==> src/rtl/fetch_queue.sv <==
// fetch_queue: circular buffer between the IF/ID register and dual-issue decode.
// Up to two instructions enter per cycle and up to two leave, all in program order.
// no_new_fetch holds fetch early enough that an in-flight pair is never lost.
module fetch_queue #(
    parameter int DEPTH = 8
) (
    input  logic                     CLK,
    input  logic                     RESET,
    input  logic                     flush,
    input  logic                     push_valid1,
    input  logic                     push_valid2,
    input  logic [31:0]              push_instr1,
    input  logic [31:0]              push_instr2,
    input  logic [31:0]              push_addr,
    input  logic [1:0]               pop_count,
    output logic [31:0]              out_instr1,
    output logic [31:0]              out_addr1,
    output logic                     out_valid1,
    output logic [31:0]              out_instr2,
    output logic [31:0]              out_addr2,
    output logic                     out_valid2,
    output logic                     no_new_fetch,
    output logic [$clog2(DEPTH):0]   count,
    output logic                     overflow_err,
    output logic                     underflow_err
);

    localparam int PW = $clog2(DEPTH);
    localparam int CW = PW + 1;
    localparam logic [CW-1:0] DEPTH_C = CW'(DEPTH);

    logic [31:0]   instr_q [DEPTH];
    logic [31:0]   instr_d [DEPTH];
    logic [31:0]   addr_q  [DEPTH];
    logic [31:0]   addr_d  [DEPTH];
    logic [PW-1:0] rd_ptr_q, rd_ptr_d;
    logic [PW-1:0] wr_ptr_q, wr_ptr_d;
    logic [CW-1:0] count_q, count_d;
    logic          overflow_q, overflow_d;
    logic          underflow_q, underflow_d;

    logic [CW-1:0] free_slots;
    logic [1:0]    pushed;
    logic          push_fits;
    logic          pop_bad;
    logic [CW-1:0] pop_eff;
    logic [PW-1:0] slot2_idx;
    logic [PW-1:0] head_nxt;

    assign free_slots = DEPTH_C - count_q;
    assign pushed     = {1'b0, push_valid1} + {1'b0, push_valid2};
    // capacity is judged on the start-of-cycle count; popped slots are not reusable yet
    assign push_fits  = CW'(pushed) <= free_slots;
    assign pop_bad    = (pop_count == 2'd3) || (CW'(pop_count) > count_q);
    assign slot2_idx  = push_valid1 ? wr_ptr_q + PW'(1) : wr_ptr_q;
    assign head_nxt   = rd_ptr_q + PW'(1);

    // effective pop: illegal code 3 pops nothing, otherwise clamp to occupancy
    always_comb begin
        pop_eff = CW'(pop_count);
        if (pop_count == 2'd3) begin
            pop_eff = '0;
        end else if (CW'(pop_count) > count_q) begin
            pop_eff = count_q;
        end
    end

    // next-state for storage, pointers, occupancy and sticky error flags
    always_comb begin
        instr_d     = instr_q;
        addr_d      = addr_q;
        rd_ptr_d    = rd_ptr_q;
        wr_ptr_d    = wr_ptr_q;
        count_d     = count_q;
        overflow_d  = overflow_q;
        underflow_d = underflow_q;
        if (flush) begin
            rd_ptr_d = '0;
            wr_ptr_d = '0;
            count_d  = '0;
        end else begin
            if (push_fits) begin
                if (push_valid1) begin
                    instr_d[wr_ptr_q] = push_instr1;
                    addr_d[wr_ptr_q]  = push_addr;
                end
                if (push_valid2) begin
                    instr_d[slot2_idx] = push_instr2;
                    addr_d[slot2_idx]  = push_addr + 32'h4;
                end
                wr_ptr_d = wr_ptr_q + PW'(pushed);
                count_d  = count_q + CW'(pushed) - pop_eff;
            end else begin
                overflow_d = 1'b1;
                count_d    = count_q - pop_eff;
            end
            rd_ptr_d = rd_ptr_q + PW'(pop_eff);
            if (pop_bad) begin
                underflow_d = 1'b1;
            end
        end
    end

    // state registers, cleared asynchronously
    always_ff @(posedge CLK or negedge RESET) begin
        if (!RESET) begin
            for (int i = 0; i < DEPTH; i++) begin
                instr_q[i] <= '0;
                addr_q[i]  <= '0;
            end
            rd_ptr_q    <= '0;
            wr_ptr_q    <= '0;
            count_q     <= '0;
            overflow_q  <= 1'b0;
            underflow_q <= 1'b0;
        end else begin
            instr_q     <= instr_d;
            addr_q      <= addr_d;
            rd_ptr_q    <= rd_ptr_d;
            wr_ptr_q    <= wr_ptr_d;
            count_q     <= count_d;
            overflow_q  <= overflow_d;
            underflow_q <= underflow_d;
        end
    end

    assign out_valid1    = count_q >= CW'(1);
    assign out_valid2    = count_q >= CW'(2);
    assign out_instr1    = out_valid1 ? instr_q[rd_ptr_q] : 32'h0;
    assign out_addr1     = out_valid1 ? addr_q[rd_ptr_q]  : 32'h0;
    assign out_instr2    = out_valid2 ? instr_q[head_nxt] : 32'h0;
    assign out_addr2     = out_valid2 ? addr_q[head_nxt]  : 32'h0;
    // room for the pair sitting in IF/ID plus the pair accepted during the hold cycle
    assign no_new_fetch  = free_slots < CW'(4);
    assign count         = count_q;
    assign overflow_err  = overflow_q;
    assign underflow_err = underflow_q;

endmodule

==> config.mk <==
export PLATFORM = sky130hd
export DESIGN_NAME = fetch_queue
export DESIGN_NICKNAME = d
export VERILOG_FILES = /design/src/rtl/fetch_queue.sv
export SDC_FILE = /design/constraint.sdc
export NUM_CORES = 2
export LEC_CHECK = 0
export ABC_AREA = 1
export BUFFER_PORTS_ARGS = -buffer_cell sky130_fd_sc_hd__buf_2
export CORE_ASPECT_RATIO = 1.2
export CORE_UTILIZATION = 40
export DETAILED_ROUTE_END_ITERATION = 8
export GPL_TIMING_DRIVEN = 0
export HOLD_SLACK_MARGIN = 0.02
export PLACE_DENSITY = 0.53
export SLEW_MARGIN = 25
export SYNTH_ARGS = -nofsm -noshare
export SYNTH_HDL_FRONTEND = slang
export SYNTH_SLANG_ARGS = --single-unit
==> constraint.sdc <==
create_clock -name CLK -period 3.5 [get_ports CLK]
set_input_delay 0.175 -clock CLK [delete_from_list [all_inputs] [get_ports CLK]]
set_output_delay 0.175 -clock CLK [all_outputs]
set_load 0.005 [all_outputs]
# After elaboration in Yosys (flattened, before gate mapping)

Index checks and enable logic that the tools add are counted.

Register bits after elaboration: 524
Input port bits: 103
Output and inout port bits: 137
Word-level logic and storage cells: 96

$add $sub $neg: 10
Order comparisons: 11
Equal/unequal tests: 1
Muxes and demuxes: 40
Bitwise gates (word level): 6
Reductions and logical operators: 7

Operator list:

| kind                  | number |
|---|---|
| $mux 256              | 8 |
| $bwmux 256            | 4 |
| $mux 32               | 14 |
| $bmux 32 s3           | 4 |
| $demux 32 s3          | 2 |
| $add 32x3->32 const B | 1 |
| $ge 4x4->1 const B    | 4 |
| $mux 4                | 4 |
| $not 3->4             | 4 |
| $mux 3                | 4 |
| $lt 4x1->1 const B    | 2 |
| $sub 4x4->4           | 2 |
| $add 3x1->3 const B   | 2 |
| $reduce_and 2->1      | 3 |
| $add 4x2->4           | 1 |
| $ge 4x1->1 const B    | 1 |
| $ge 4x2->1 const B    | 1 |
| $gt 2x4->1            | 1 |
| $le 2x4->1            | 1 |
| $lt 4x3->1 const B    | 1 |
| $sub 4x4->4 const A   | 1 |
| $add 3x2->3           | 1 |
| $add 3x3->3           | 1 |
| $add 1x1->2           | 1 |
| other kinds (5)       | 7 |

# Logic depth before layout (Yosys ltp)

Depth after elaboration: 11
Mapped depth: 19
Depth with buffers taken out: 19

# Least setup slack after synthesis

No wires, ideal clock.

Path type: register to register
Start: reg count_q[1] (netlist: count[1])
End: reg count_q[3] (netlist: count[3])
Setup time: 0.120 ns
Data arrival time: 2.780 ns
Required time: 3.380 ns
Setup slack: 0.600 ns
Cell stages (with the launch flop): 20
Period minus slack after synthesis: 2.900 ns
Cells stage by stage: dfrtp_1 inv_1 ha_1 inv_1 o21bai_1 nand2_1 nand2_1 inv_1 nand2_1 o21a_1 inv_1 fa_1 inv_1 ha_1 nand3_1 nand2_1 xor2_1 a21oi_1 o21ai_0 inv_1

Longest elaborated chain between the ends: 6

Ends and longest elaborated chain:

| element                        | RTL line | text |
|---|---|---|
| start: declaration             | 38       | `logic [CW-1:0] count_q, count_d;` |
| start signal: assignment       | 121      | `count_q <= count_d;` |
| $gt 2x4->1                     | 63       | `end else if (CW'(pop_count) > count_q) begin` |
| $mux 4                         | 63       |  |
| $mux 4                         | 61       | `if (pop_count == 2'd3) begin` |
| $sub 4x4->4 (on tied branches) | 95, 92   |  |
| $mux 4 *                       | 82       | `if (push_fits) begin` |
| $mux 4 *                       | 77       | `if (flush) begin` |
| named net count_d[3]           | 38       |  |

The timed path passes the listed nets; every way through them passes the cells marked *.
A chain may end at the register's enable or synchronous reset.

# Worst setup path in the final report

Start: reg rd_ptr_q[2]
End: out out_addr1[21]

Longest elaborated chain between the ends: 5

Ends and longest elaborated chain:

| element                                    | RTL line | text |
|---|---|---|
| start: declaration                         | 36       | `logic [PW-1:0] rd_ptr_q, rd_ptr_d;` |
| start signal: assignment                   | 119      | `rd_ptr_q <= rd_ptr_d;` |
| $not 3->4 (implied by the code)            | 130      | `assign out_addr1 = out_valid1 ? addr_q[rd_ptr_q] : 32'h0;` |
| $bmux 32 s3                                | 130      |  |
| $mux 32 (implied by the code) (2 in a row) | 130      |  |
| $mux 32                                    | 130      |  |
| end: declaration                           | 17       | `output logic [31:0] out_addr1,` |

Every way passes these cells. The select of a mux whose other input is x is not followed.

==> results_dict.tcl <==
set metrics [dict create \
    tightest_slew_ps 1310 \
    yosys_warnings 0 \
    drt-initial-drc-count 6815 \
    irDropWorstVdd_mv 0.497 \
    synth_edf_count 0 \
    drive_gt1_frac 0.113 \
    cp.required_ps 3320 \
    drt-pass1-iter-count 6 \
    crit_type "register to output port" \
    insertion_delay_ps 670 \
    final_max_slew_viol_count 0 \
    worstPathArrival_ps 3440 \
    vias 45100 \
    fp-row-count 121 \
    cts_made_buffers 69 \
    setup_ws_ps -117 \
    antenna_found_initial 14 \
    wire_per_inst_um 33.0 \
    grtUsageMet1 0.591 \
    met2_usage 0.734 \
    setup.worst_path.end_class "output port" \
    yosys.area.top_type_share 0.358 \
    ys_ff_latch 524 \
    power_mw 49.6 \
    ant_nets 0 \
    syn2layout_area_growth_pct 15.3 \
    syn_area_per_cell_um2 6.61 \
    place_congestion 1.04 \
    seq_area_frac_synth 0.358 \
    cp_max_fo 10 \
    synth_cells 5550 \
    hold_path.class "primary input to register" \
    period_needed_ps 3620 \
    fin_skew_ps 23.8 \
    die_y_um 334 \
    p_per_area_nw_per_um2 1170 \
    leakagePower_nw 19.4 \
    dp_hpwl_mm 167 \
    clkSinkCount 524 \
    portBuffers 174 \
    placed_cell_area_um2 39300 \
    setup_viol 26 \
    drt_wl_total_mm 233 \
    final_area_um2 42300 \
    worst_setup_path_start_kind "register" \
    syn-num-nets 5680 \
    track_usage 0.489 \
    grt_max_degree 83 \
    synthDistinctLibCells 41 \
    top_usage_layer "met2" \
    final-seq-area_um2 13100 \
    cts_tree "yes" \
    grt_pass1_wl_mm 320 \
    root_buffer "clkbuf_16" \
    fmax_ghz 0.276 \
    synthArstFlopShare 1.00 \
    cts_max_level 3 \
    nFillCells 9756 \
    synthTopCellsByArea "dfrtp_1 36%, nand2_1 11%, o21ai_0 9.5%, a21oi_1 8.6%, nor2_1 5.9%" \
    drc 0 \
    start_util 0.404 \
    period_share 1.03 \
    max-clock-path-buffers 3 \
    clkTransAtPathRegs_ps 60 \
    hold_ws_ps 34.5 \
    grt_pass1_vias 41900 \
    synth_area_um2 36700 \
    synth_top_area_cell "dfrtp_1" \
    synthFlopType "dfrtp_1" \
    failed_checks "negative setup slack" \
    multiInputGateArea_um2 19400 \
    fp.coreArea_um2 90700 \
    die-area_um2 92900 \
    cap_violations 0 \
    status "finished, violations left" \
    final_hold_viol_count 0 \
    gr-total-overflow 0 \
    fp.dieW_um 278 \
    utilization 0.466 \
    globalRouteMet3Util 0.137 \
    via_per_inst 6.39 \
    nNetsFinal 5959 \
    max_slew_margin 0.129 \
    io-pin-count 240 \
]
==> where the power goes <==
group | switching [mW] | total (mW) | internal (mW) | leakage (nW)
logic | 22.4 | 31.4 | 8.98 | 12.0
registers | 1.98 | 10.8 | 8.77 | 6.30
clock network | 3.22 | 7.42 | 4.19 | 1.09
==> sequential cells by signal, summed over array words and instances (netlist names) <==
| name | count |
|---|---|
| addr_q | 256 |
| instr_q | 256 |
| count | 4 |
| rd_ptr_q | 3 |
| wr_ptr_q | 3 |
| overflow_err | 1 |
| underflow_err | 1 |
==> worst paths after layout <==
check	start	end	slack, ps	cells past startpoint
max	rd_ptr_q[2]	out_addr1[21]	-120	7
min	push_instr1[16]	instr_q[16]	30	3
max reg2reg	count[0]	instr_q[158]	120	15
min reg2reg	addr_q[156]	addr_q[156]	480	2
max in group asynchronous	RESET	addr_q[91]	2410	4
min in group asynchronous	RESET	instr_q[148]	130	3
==> layout by cell type, fill, tap and decap left out, types with 4 or more instances in the layout <==
cell type | netlist | layout
a211oi_1 | 146 | 127
a211oi_2 | 0 | 13
a211oi_4 | 0 | 6
a21oi_1 | 628 | 627
a22oi_1 | 65 | 65
buf_1 | 68 | 50
buf_16 | 0 | 8
buf_2 | 116 | 293
buf_4 | 27 | 46
buf_6 | 4 | 5
buf_8 | 1 | 4
clkbuf_1 | 279 | 183
clkbuf_16 | 0 | 72
clkbuf_2 | 3 | 86
clkbuf_4 | 0 | 22
clkbuf_8 | 0 | 19
clkinv_1 | 8 | 7
clkinv_2 | 0 | 7
dfrtp_1 | 524 | 521
diode_2 | 0 | 15
dlygate4sd3_1 | 0 | 19
fa_1 | 5 | 5
ha_1 | 22 | 21
inv_1 | 564 | 563
inv_2 | 26 | 23
nand2_1 | 1043 | 1042
nand2_2 | 3 | 4
nand3_1 | 243 | 243
nand4_1 | 7 | 7
nor2_1 | 581 | 580
nor2_2 | 14 | 12
nor2_4 | 11 | 14
nor3_1 | 38 | 35
o211ai_1 | 49 | 49
o21ai_0 | 698 | 696
o21ai_1 | 60 | 62
o22ai_1 | 281 | 281
xnor2_1 | 5 | 4
xor2_1 | 15 | 14
==> synth_stat cells, types with 68 or more instances <==
| library cell | instances |
|---|---|
| inv_1 | 564 |
| nand3_1 | 243 |
| o21ai_0 | 698 |
| clkbuf_1 | 279 |
| o22ai_1 | 281 |
| a21oi_1 | 628 |
| a211oi_1 | 146 |
| buf_2 | 116 |
| buf_1 | 68 |
| nand2_1 | 1043 |
| dfrtp_1 | 524 |
| nor2_1 | 581 |
==> per-layer routing <==
layer / wire length, um / part of all wire / vias up
li1: - / - / 19100
met1: 83900 / 0.36 / 21600
met2: 99500 / 0.43 / 3517
met3: 28500 / 0.12 / 898
met4: 20800 / 0.089 / 8
met5: 73 / 0.00031 / -
==> metrics by stage <==
| stage | setup WS [ps] | setup TNS, ps | instances |
|---|---|---|---|
| final | -117 | -924 | 7057 |
| after global routing | -3.28 | -3.28 | 7047 |
| after CTS | -0.377 | -0.377 | 7037 |
| after detailed placement | -764 | -28810 | 6901 |
| after global placement | -10080 | -5265340 | 6892 |
| after floorplan | 600 | 0 | 5550 |
==> worst max-delay path, stage by stage, from the launching register on <==
cell	delay, ps
dfrtp_1	370
buf_4	250
clkinv_2	220
clkbuf_1	730
buf_2	510
a21oi_1	170
nor3_1	340
buf_2	180
==> what timing repair did <==
item / CTS / global route
hold buffers: 20 / 0
pin swaps: 3 / 6
gates resized for setup: 185 / 50
setup endpoints to repair: 208 / 359
endpoints found under the hold margin: 318 / 0
setup buffers: 0 / 5
==> kinds of logic after synthesis <==
logic type | Yosys count | synth area share
buf+inv | 1096 | 0.120
fa+ha+maj | 27 | 0.0102
flops | 524 | 0.358
xor+xnor | 21 | 0.00522
compound gates | 1936 | 0.292
simple gates | 1946 | 0.214
==> layout make-up <==
type                       instances  area share
inverter                         598      0.0534
antenna                           15    0.000888
clock inverter                    12     0.00284
multi-input combinational       3930       0.458
timing repair buffer             208      0.0323
buffer                           498      0.0582
tap                             1168      0.0346
sequential                       524       0.310
clock buffer                     104      0.0495
No activity file was read; power rests on OpenSTA's default activity.
